File: src/rtl/pkg_cpu_typedefs.sv
// Shared types for the memory bus arbiter: FSM states, owner encoding and
// the burst counter width helper.
package pkg_cpu_typedefs;

  typedef enum logic [1:0] {
    IDLE     = 2'd0,
    GRANT_M0 = 2'd1,
    GRANT_M1 = 2'd2
  } arb_state_t;

  localparam logic OWNER_M0 = 1'b0;
  localparam logic OWNER_M1 = 1'b1;

  function automatic int cnt_w(input int n);
    return (n > 1) ? $clog2(n) : 1;
  endfunction

endpackage

File: src/rtl/mem_bus_arbiter.sv
// Two-requester memory port arbiter: round-robin on ties, bounded bursts,
// registered per-requester read-valid with one-cycle memory latency.
module mem_bus_arbiter
  import pkg_cpu_typedefs::*;
#(
  parameter int ADDR_WIDTH = 32,
  parameter int DATA_WIDTH = 32,
  parameter int MAX_BURST  = 4
) (
  input  logic                  sys_clk,
  input  logic                  sys_rst,
  input  logic                  m0_req,
  input  logic                  m0_wr_en,
  input  logic [ADDR_WIDTH-1:0] m0_addr,
  input  logic [DATA_WIDTH-1:0] m0_wdata,
  input  logic                  m1_req,
  input  logic                  m1_wr_en,
  input  logic [ADDR_WIDTH-1:0] m1_addr,
  input  logic [DATA_WIDTH-1:0] m1_wdata,
  output logic                  m0_gnt,
  output logic                  m1_gnt,
  output logic [DATA_WIDTH-1:0] m0_rdata,
  output logic [DATA_WIDTH-1:0] m1_rdata,
  output logic                  m0_rvalid,
  output logic                  m1_rvalid,
  output logic                  mem_wr_en,
  output logic [ADDR_WIDTH-1:0] mem_addr,
  output logic [DATA_WIDTH-1:0] mem_data_in,
  input  logic [DATA_WIDTH-1:0] mem_data_out
);

  localparam int            CW        = cnt_w(MAX_BURST);
  localparam logic [CW-1:0] LAST_BEAT = CW'(MAX_BURST - 1);

  arb_state_t    state, state_nxt;
  logic [CW-1:0] burst_cnt, burst_nxt;
  logic          last_owner, last_owner_nxt;
  logic          xfer0, xfer1, last_beat;

  assign m0_gnt    = (state == GRANT_M0);
  assign m1_gnt    = (state == GRANT_M1);
  assign xfer0     = m0_gnt & m0_req;
  assign xfer1     = m1_gnt & m1_req;
  assign last_beat = (burst_cnt == LAST_BEAT);
  assign m0_rdata  = mem_data_out;
  assign m1_rdata  = mem_data_out;

  always_comb begin
    state_nxt = state;
    unique case (state)
      IDLE: begin
        if (m0_req && m1_req)
          state_nxt = (last_owner == OWNER_M1) ? GRANT_M0 : GRANT_M1;
        else if (m0_req) state_nxt = GRANT_M0;
        else if (m1_req) state_nxt = GRANT_M1;
      end
      GRANT_M0: begin
        if (!m0_req)                state_nxt = m1_req ? GRANT_M1 : IDLE;
        else if (last_beat && m1_req) state_nxt = GRANT_M1;
      end
      GRANT_M1: begin
        if (!m1_req)                state_nxt = m0_req ? GRANT_M0 : IDLE;
        else if (last_beat && m0_req) state_nxt = GRANT_M0;
      end
      default: state_nxt = IDLE;
    endcase
  end

  // A full burst with nobody waiting restarts the count rather than saturating.
  always_comb begin
    burst_nxt      = burst_cnt;
    last_owner_nxt = last_owner;
    if (state_nxt != state) begin
      burst_nxt = '0;
      if (state == GRANT_M0) last_owner_nxt = OWNER_M0;
      if (state == GRANT_M1) last_owner_nxt = OWNER_M1;
    end else if (xfer0 || xfer1) begin
      burst_nxt = last_beat ? '0 : burst_cnt + 1'b1;
    end
  end

  always_comb begin
    mem_wr_en   = 1'b0;
    mem_addr    = '0;
    mem_data_in = '0;
    if (xfer0) begin
      mem_wr_en   = m0_wr_en;
      mem_addr    = m0_addr;
      mem_data_in = m0_wdata;
    end else if (xfer1) begin
      mem_wr_en   = m1_wr_en;
      mem_addr    = m1_addr;
      mem_data_in = m1_wdata;
    end
  end

  always_ff @(posedge sys_clk) begin
    if (sys_rst) begin
      state      <= IDLE;
      burst_cnt  <= '0;
      last_owner <= OWNER_M1;
      m0_rvalid  <= 1'b0;
      m1_rvalid  <= 1'b0;
    end else begin
      state      <= state_nxt;
      burst_cnt  <= burst_nxt;
      last_owner <= last_owner_nxt;
      m0_rvalid  <= xfer0 & ~m0_wr_en;
      m1_rvalid  <= xfer1 & ~m1_wr_en;
    end
  end

endmodule

File: config.mk
export PLATFORM = sky130hd
export DESIGN_NAME = mem_bus_arbiter
export DESIGN_NICKNAME = d
export VERILOG_FILES = /design/src/rtl/pkg_cpu_typedefs.sv /design/src/rtl/mem_bus_arbiter.sv
export SDC_FILE = /design/constraint.sdc
export NUM_CORES = 1
export LEC_CHECK = 0
export ABC_CLOCK_PERIOD_IN_PS = 3500
export CAP_MARGIN = 20
export CORE_AREA = 2 2 115 117
export DETAILED_ROUTE_END_ITERATION = 7
export DIE_AREA = 0 0 117 119
export GPL_TIMING_DRIVEN = 0
export PLACE_DENSITY = 0.67
export SKIP_LAST_GASP = 1
export SLEW_MARGIN = 30
export SYNTH_ARGS = -nofsm -noshare
export SYNTH_HDL_FRONTEND = slang
export SYNTH_SLANG_ARGS = --single-unit
File: constraint.sdc
create_clock -name sys_clk -period 3.5 [get_ports sys_clk]
set_input_delay 0.35 -clock sys_clk [delete_from_list [all_inputs] [get_ports sys_clk]]
set_output_delay 0.35 -clock sys_clk [all_outputs]
set_load 0.03 [all_outputs]
# After elaboration in Yosys (flattened, before gate mapping)
# Index checks and enable logic that the tools add are counted.
# W data, S select, Z words.
# totals
reg_bits	7
latch_bits	0
ramBits	0
romBits	0
in_bits	166
out_inout_bits	133
elab_cells	44
memories	0
# op_classes
addsub	1
mul	0
div_mod_pow	0
magnitude_cmp	0
n_eq_ne	4
n_shift	0
mux	20
bitwise	6
n_reduce_logical	8
# ops
op	n
$mux W32	4
$mux W2	10
$pmux W2 S3	1
$mux W1	5
$and A1 B1 Y1	4
$eq A2 B2 Y1 const B	2
$logic_and A1 B1 Y1	3
$add A2 B1 Y2 const B	1
$eq A2 B1 Y1 const B	1
$logic_not A2 Y1	1
$ne A2 B2 Y1	1
$not A1 Y1	2
$reduce_and A2 Y1	1
$reduce_bool A2 Y1	1
$reduce_or A2 Y1	1
$logic_or A1 B1 Y1	1

# Longest topological paths before layout
# logic_depth
ltp_word	7
mapped_depth	8
mapped_depth_nobuf	8

# Worst setup path after synthesis
# OpenSTA, ideal clock, no wires.
# synth_path
kind	register to output
from	register state[1]
to	output mem_addr[0]
t_arrival_ns	2.202
required_time_ns	3.150
slack_ns	0.948
stages_incl_launch_ff	9
n_path_buf	3
cell_sequence	dfxtp_1 inv_1 ha_1 and2_1 buf_2 nor2_1 clkbuf_1 clkbuf_1 a22o_1
# synth_between
word_cells_on_any_way	6
cone_classes	eq/ne: 2; mux: 2; bitwise: 2
# synth_rtl
item	line_no	source
start: declaration	mem_bus_arbiter.sv:35	arb_state_t state, state_nxt;
start signal: assignment	mem_bus_arbiter.sv:105	state <= state_nxt;
$eq A2 B1 Y1	mem_bus_arbiter.sv:40	assign m0_gnt = (state == GRANT_M0);
named net m0_gnt	mem_bus_arbiter.sv:20	output logic m0_gnt,
$and A1 B1 Y1	mem_bus_arbiter.sv:42	assign xfer0 = m0_gnt & m0_req;
$mux W32	mem_bus_arbiter.sv:86	if (xfer0) begin
end: declaration	mem_bus_arbiter.sv:27	output logic [ADDR_WIDTH-1:0] mem_addr,
# The timed path passes the listed nets, and every way through them passes these cells.

# Worst setup path in the final report
# layout_path
from	register state[1]
to	output mem_addr[2]
# layout_between
elab_chain_len	4
word_cells_on_any_way	6
cone_classes	eq/ne: 2; mux: 2; bitwise: 2
# layout_rtl
item	line_no	source
$eq A2 B2 Y1	mem_bus_arbiter.sv:41	assign m1_gnt = (state == GRANT_M1);
$and A1 B1 Y1	mem_bus_arbiter.sv:43	assign xfer1 = m1_gnt & m1_req;
$mux W32	mem_bus_arbiter.sv:90	end else if (xfer1) begin
$mux W32 *	mem_bus_arbiter.sv:86	
# Mark *: on every way between the ends. The rest lies on a longest branch, timed or not.

==> impl_results.md <==
- Status: complete, no violations
- Synth Area in Simple Gates: 0.07928
- Hold-fix buffer count after cts: 0
- Synth cell types: 35
- Max IR drop VDD: 0.0001058 V
- Initial Util: 0.1238
- Detail Route Antenna Nets: 0
- Rows: between 40 and 50
- Post-layout min period: roughly 3400 ps
- Initial DRC Count: 32
- Final setup viols: 0
- Post-CTS setup buffers: 0
- Setup ws final: approximately 140 ps
- Net Sw Power: about 0.56 mW
- Sw Ratio: 0.4253
- Routed wire length: roughly 9600 um
- WP data required: 3150 ps
- Core Util, Final: 0.3563
- Number of global-route vias before repair: 2689
- Final Skew: roughly 2.1 ps
- Grt peak-use layer: met2
- Area after DPL: 4467 um^2
- Synthesized instance count: 199
- Largest net degree at the start of global routing: 11
- Antenna violations before repair: 1
- Post-route insts no fill: 645
- Post-Synth Adder-Cell Area: 0.03925
- Largest family of logic cells by synthesized area: compound AO/OA/AOI/OAI gates
- HP Class: in -> reg
- Drt via density: about 4.0
- Final Net Count: 640
- Final instance area: approximately 4600 um^2
- DRC: 0
- Max transition margin: 0.6560
- PortBufs: 265
- DR pass1 iterations: 4
- Max Fanout on Critical Path: 10
- Clock root cell: clkbuf_16
- Total CTS buffers: 3
- Mapped Area: 1594 um^2
- RSZ-0062 raised after global routing: yes
- Die ar.: 13920 um^2
- Layout cells sized above 1: 0.1709
- Final period utilization: 0.9609
- Compound-gate portion of the synthesized area: 0.4301
- XOR/XNOR share of the synthesized area: 0.005495
- Core footprint: 12870 um^2
- CTS H-tree lvls: 1
- Total number of vias: 2601
- Post-Syn Area per Cell: 8.010 um^2
- Clock share of power: 0.149
- IO Pins: between 200 and 300
- Post-layout total power: 1.312 mW
- First-pass GRT wire length: 13370 um
- Max-Cap Viols: 0
- F_max: 0.2973 GHz
- Fraction of synthesized area in multiplexers: 0.006279
- Die height: 119 um
- CTS tree: yes
- Clock slew at reported path FFs: 40 ps
- Clock Sinks: 7
- Worst Setup End Kind: output port
- Max-slew violation count: 0
- GR Util met1: 0.1179
- DP Cell Count: 640
- Post-synthesis sequential area ratio: 0.08791
- Die X: between 100 and 150 um
- Reg power frac: 0.081
- Avg WL per Cell: around 15 um
- Arr. time, crit path: around 3000 ps
- Filler cell count: between 1000 and 1500
- Comb pwr share: 0.770
- Dpl ws: -133.0 ps
- Clock latency on the worst-skew pair: about 230 ps
- Pleak: 2.025 nW
- GPL Wtd Cong: 0.7727
- Post-Syn Nets: 370
- FF/Latch Area: 140.1 um^2
- Layout Area Growth over Synthesis: 187.8%
- Hold violation count in the final report: 0
- GRT met2 Usage: 0.2319
- Pwr per Cell Area: between 200 and 300 nW/um^2
- Met3 Resource Use GR: 0.04275
- Gr ovfl total: 0
- Yosys reg bits: 7
- Detailed placement HPWL: 8440 um
- Tot GR Track Use: 0.1215
- Startpoint Class: flop
- Synthesis Warnings: 0
- Multi-input logic area: 893.4 um^2
- Clock Path Buffers: 2
- Slew at the pin with the worst max-slew slack: slightly above 500 ps
- Internal: 0.7538 mW
- Class of the most critical setup path: reg -> out
==> registers in the layout (all words and copies together), names as in the netlist <==
signal / count
state: 2
last_owner: 1
m0_rvalid: 1
m1_rvalid: 1
burst_cnt: 2
==> layout by cell type, fill, tap and decap left out, types with 3 or more instances in the layout <==
| cell | synthesis | routed |
|---|---|---|
| a22o_1 | 65 | 65 |
| and2_1 | 4 | 4 |
| buf_2 | 1 | 4 |
| buf_4 | 64 | 64 |
| clkbuf_1 | 12 | 6 |
| clkbuf_16 | 0 | 3 |
| clkbuf_2 | 0 | 4 |
| clkdlybuf4s50_1 | 0 | 253 |
| dfxtp_1 | 7 | 7 |
| dlymetal6s2s_1 | 0 | 12 |
| ha_1 | 5 | 5 |
| inv_1 | 3 | 3 |
| nand2_1 | 6 | 6 |
| nor3_1 | 4 | 4 |
==> synth_stat cells <==
cell type,n,share of area
a21oi_1,2,0.0063
nand4_1,1,0.0039
nand2_1,6,0.014
a311oi_1,1,0.0055
o22ai_1,1,0.0039
nand2b_1,1,0.0039
mux2i_1,1,0.0063
a211oi_1,2,0.0094
buf_4,64,0.30
or4_4,1,0.0071
a22oi_2,1,0.0078
buf_6,1,0.0071
nor2_1,1,0.0024
nand3b_1,1,0.0047
buf_2,1,0.0031
a221o_1,1,0.0063
o41ai_1,1,0.0055
a32o_1,1,0.0063
nor3b_1,1,0.0047
and3_2,1,0.0047
o21ai_0,1,0.0031
ha_1,5,0.039
o21ai_1,1,0.0031
clkbuf_1,12,0.028
buf_1,2,0.0047
nor3_1,4,0.013
and2b_2,1,0.0055
and2_1,4,0.016
o21ba_1,1,0.0063
o22a_1,1,0.0055
xnor2_1,1,0.0055
inv_1,3,0.0071
a31oi_1,1,0.0039
a22o_1,65,0.36
dfxtp_1,7,0.088
==> power by group through the flow <==
| stage | logic (mW) | clock network [mW] | registers [mW] |
|---|---|---|---|
| after CTS | 1.02 | 0.200 | 0.105 |
| after global placement | 1.01 | 0 | 0.105 |
| after floorplan | 0.556 | 0 | 0.104 |
| final | 1.01 | 0.196 | 0.106 |
| after global routing | 1.06 | 0.208 | 0.108 |
| after detailed placement | 1.02 | 0 | 0.106 |
==> area by class of cell <==
cell class	instances	share of cell area
Antenna cell	1	0.0005456
Sequential cell	7	0.03055
Multi-Input combinational cell	109	0.1948
Clock buffer	4	0.01718
Timing Repair Buffer	265	0.5848
Tap cell	176	0.04801
Inverter	3	0.002455
Buffer	80	0.1217
==> through the flow <==
step                hold WS (ps)  setup TNS (ps)
floorplan                  422.8               0
global placement           500.1          -596.1
detailed placement         497.0           -1670
CTS                        471.9               0
global route               501.1          -45.38
finish                     478.1               0
==> worst max-delay path: stages (launching register included) <==
cell and delay (ps):
dfxtp_1 490, inv_1 140, ha_1 250, and2_1 170, buf_2 170, nor2_1 140
buf_2 280, buf_2 280, a22o_1 190, clkdlybuf4s50_1 670
==> logic make-up after synthesis <==
kind of cell / after synthesis
adder cells (fa/ha/maj): 5
flip-flops: 7
AO/OA/AOI/OAI: 80
buffers and inverters: 83
XOR/XNOR: 1
multiplexers: 1
AND/OR/NAND/NOR: 22
==> repair_timing <==
item / in CTS / in global routing
endpoints found under the hold margin: 0 / 0
gates resized for setup: 7 / 15
setup endpoints to repair: 50 / 41
==> metal layers <==
layer  part of all wire  vias up
li1                   -     1229
met1               0.34     1163
met2               0.50      187
met3               0.13       22
met4              0.026        0
met5                  0        -
==> worst paths after layout <==
kind / startpoint / endpoint / slack, ps / depth (start not counted)
min: m0_req / state[1]$_SDFF_PP0_ / 480 / 4
min reg2reg: last_owner$_SDFFE_PP1P_ / last_owner$_SDFFE_PP1P_ / 510 / 1
max reg2reg: state[1]$_SDFF_PP0_ / last_owner$_SDFFE_PP1P_ / 910 / 8
max: state[1]$_SDFF_PP0_ / mem_addr[2] / 140 / 9
(Power assumes the default switching activity.)
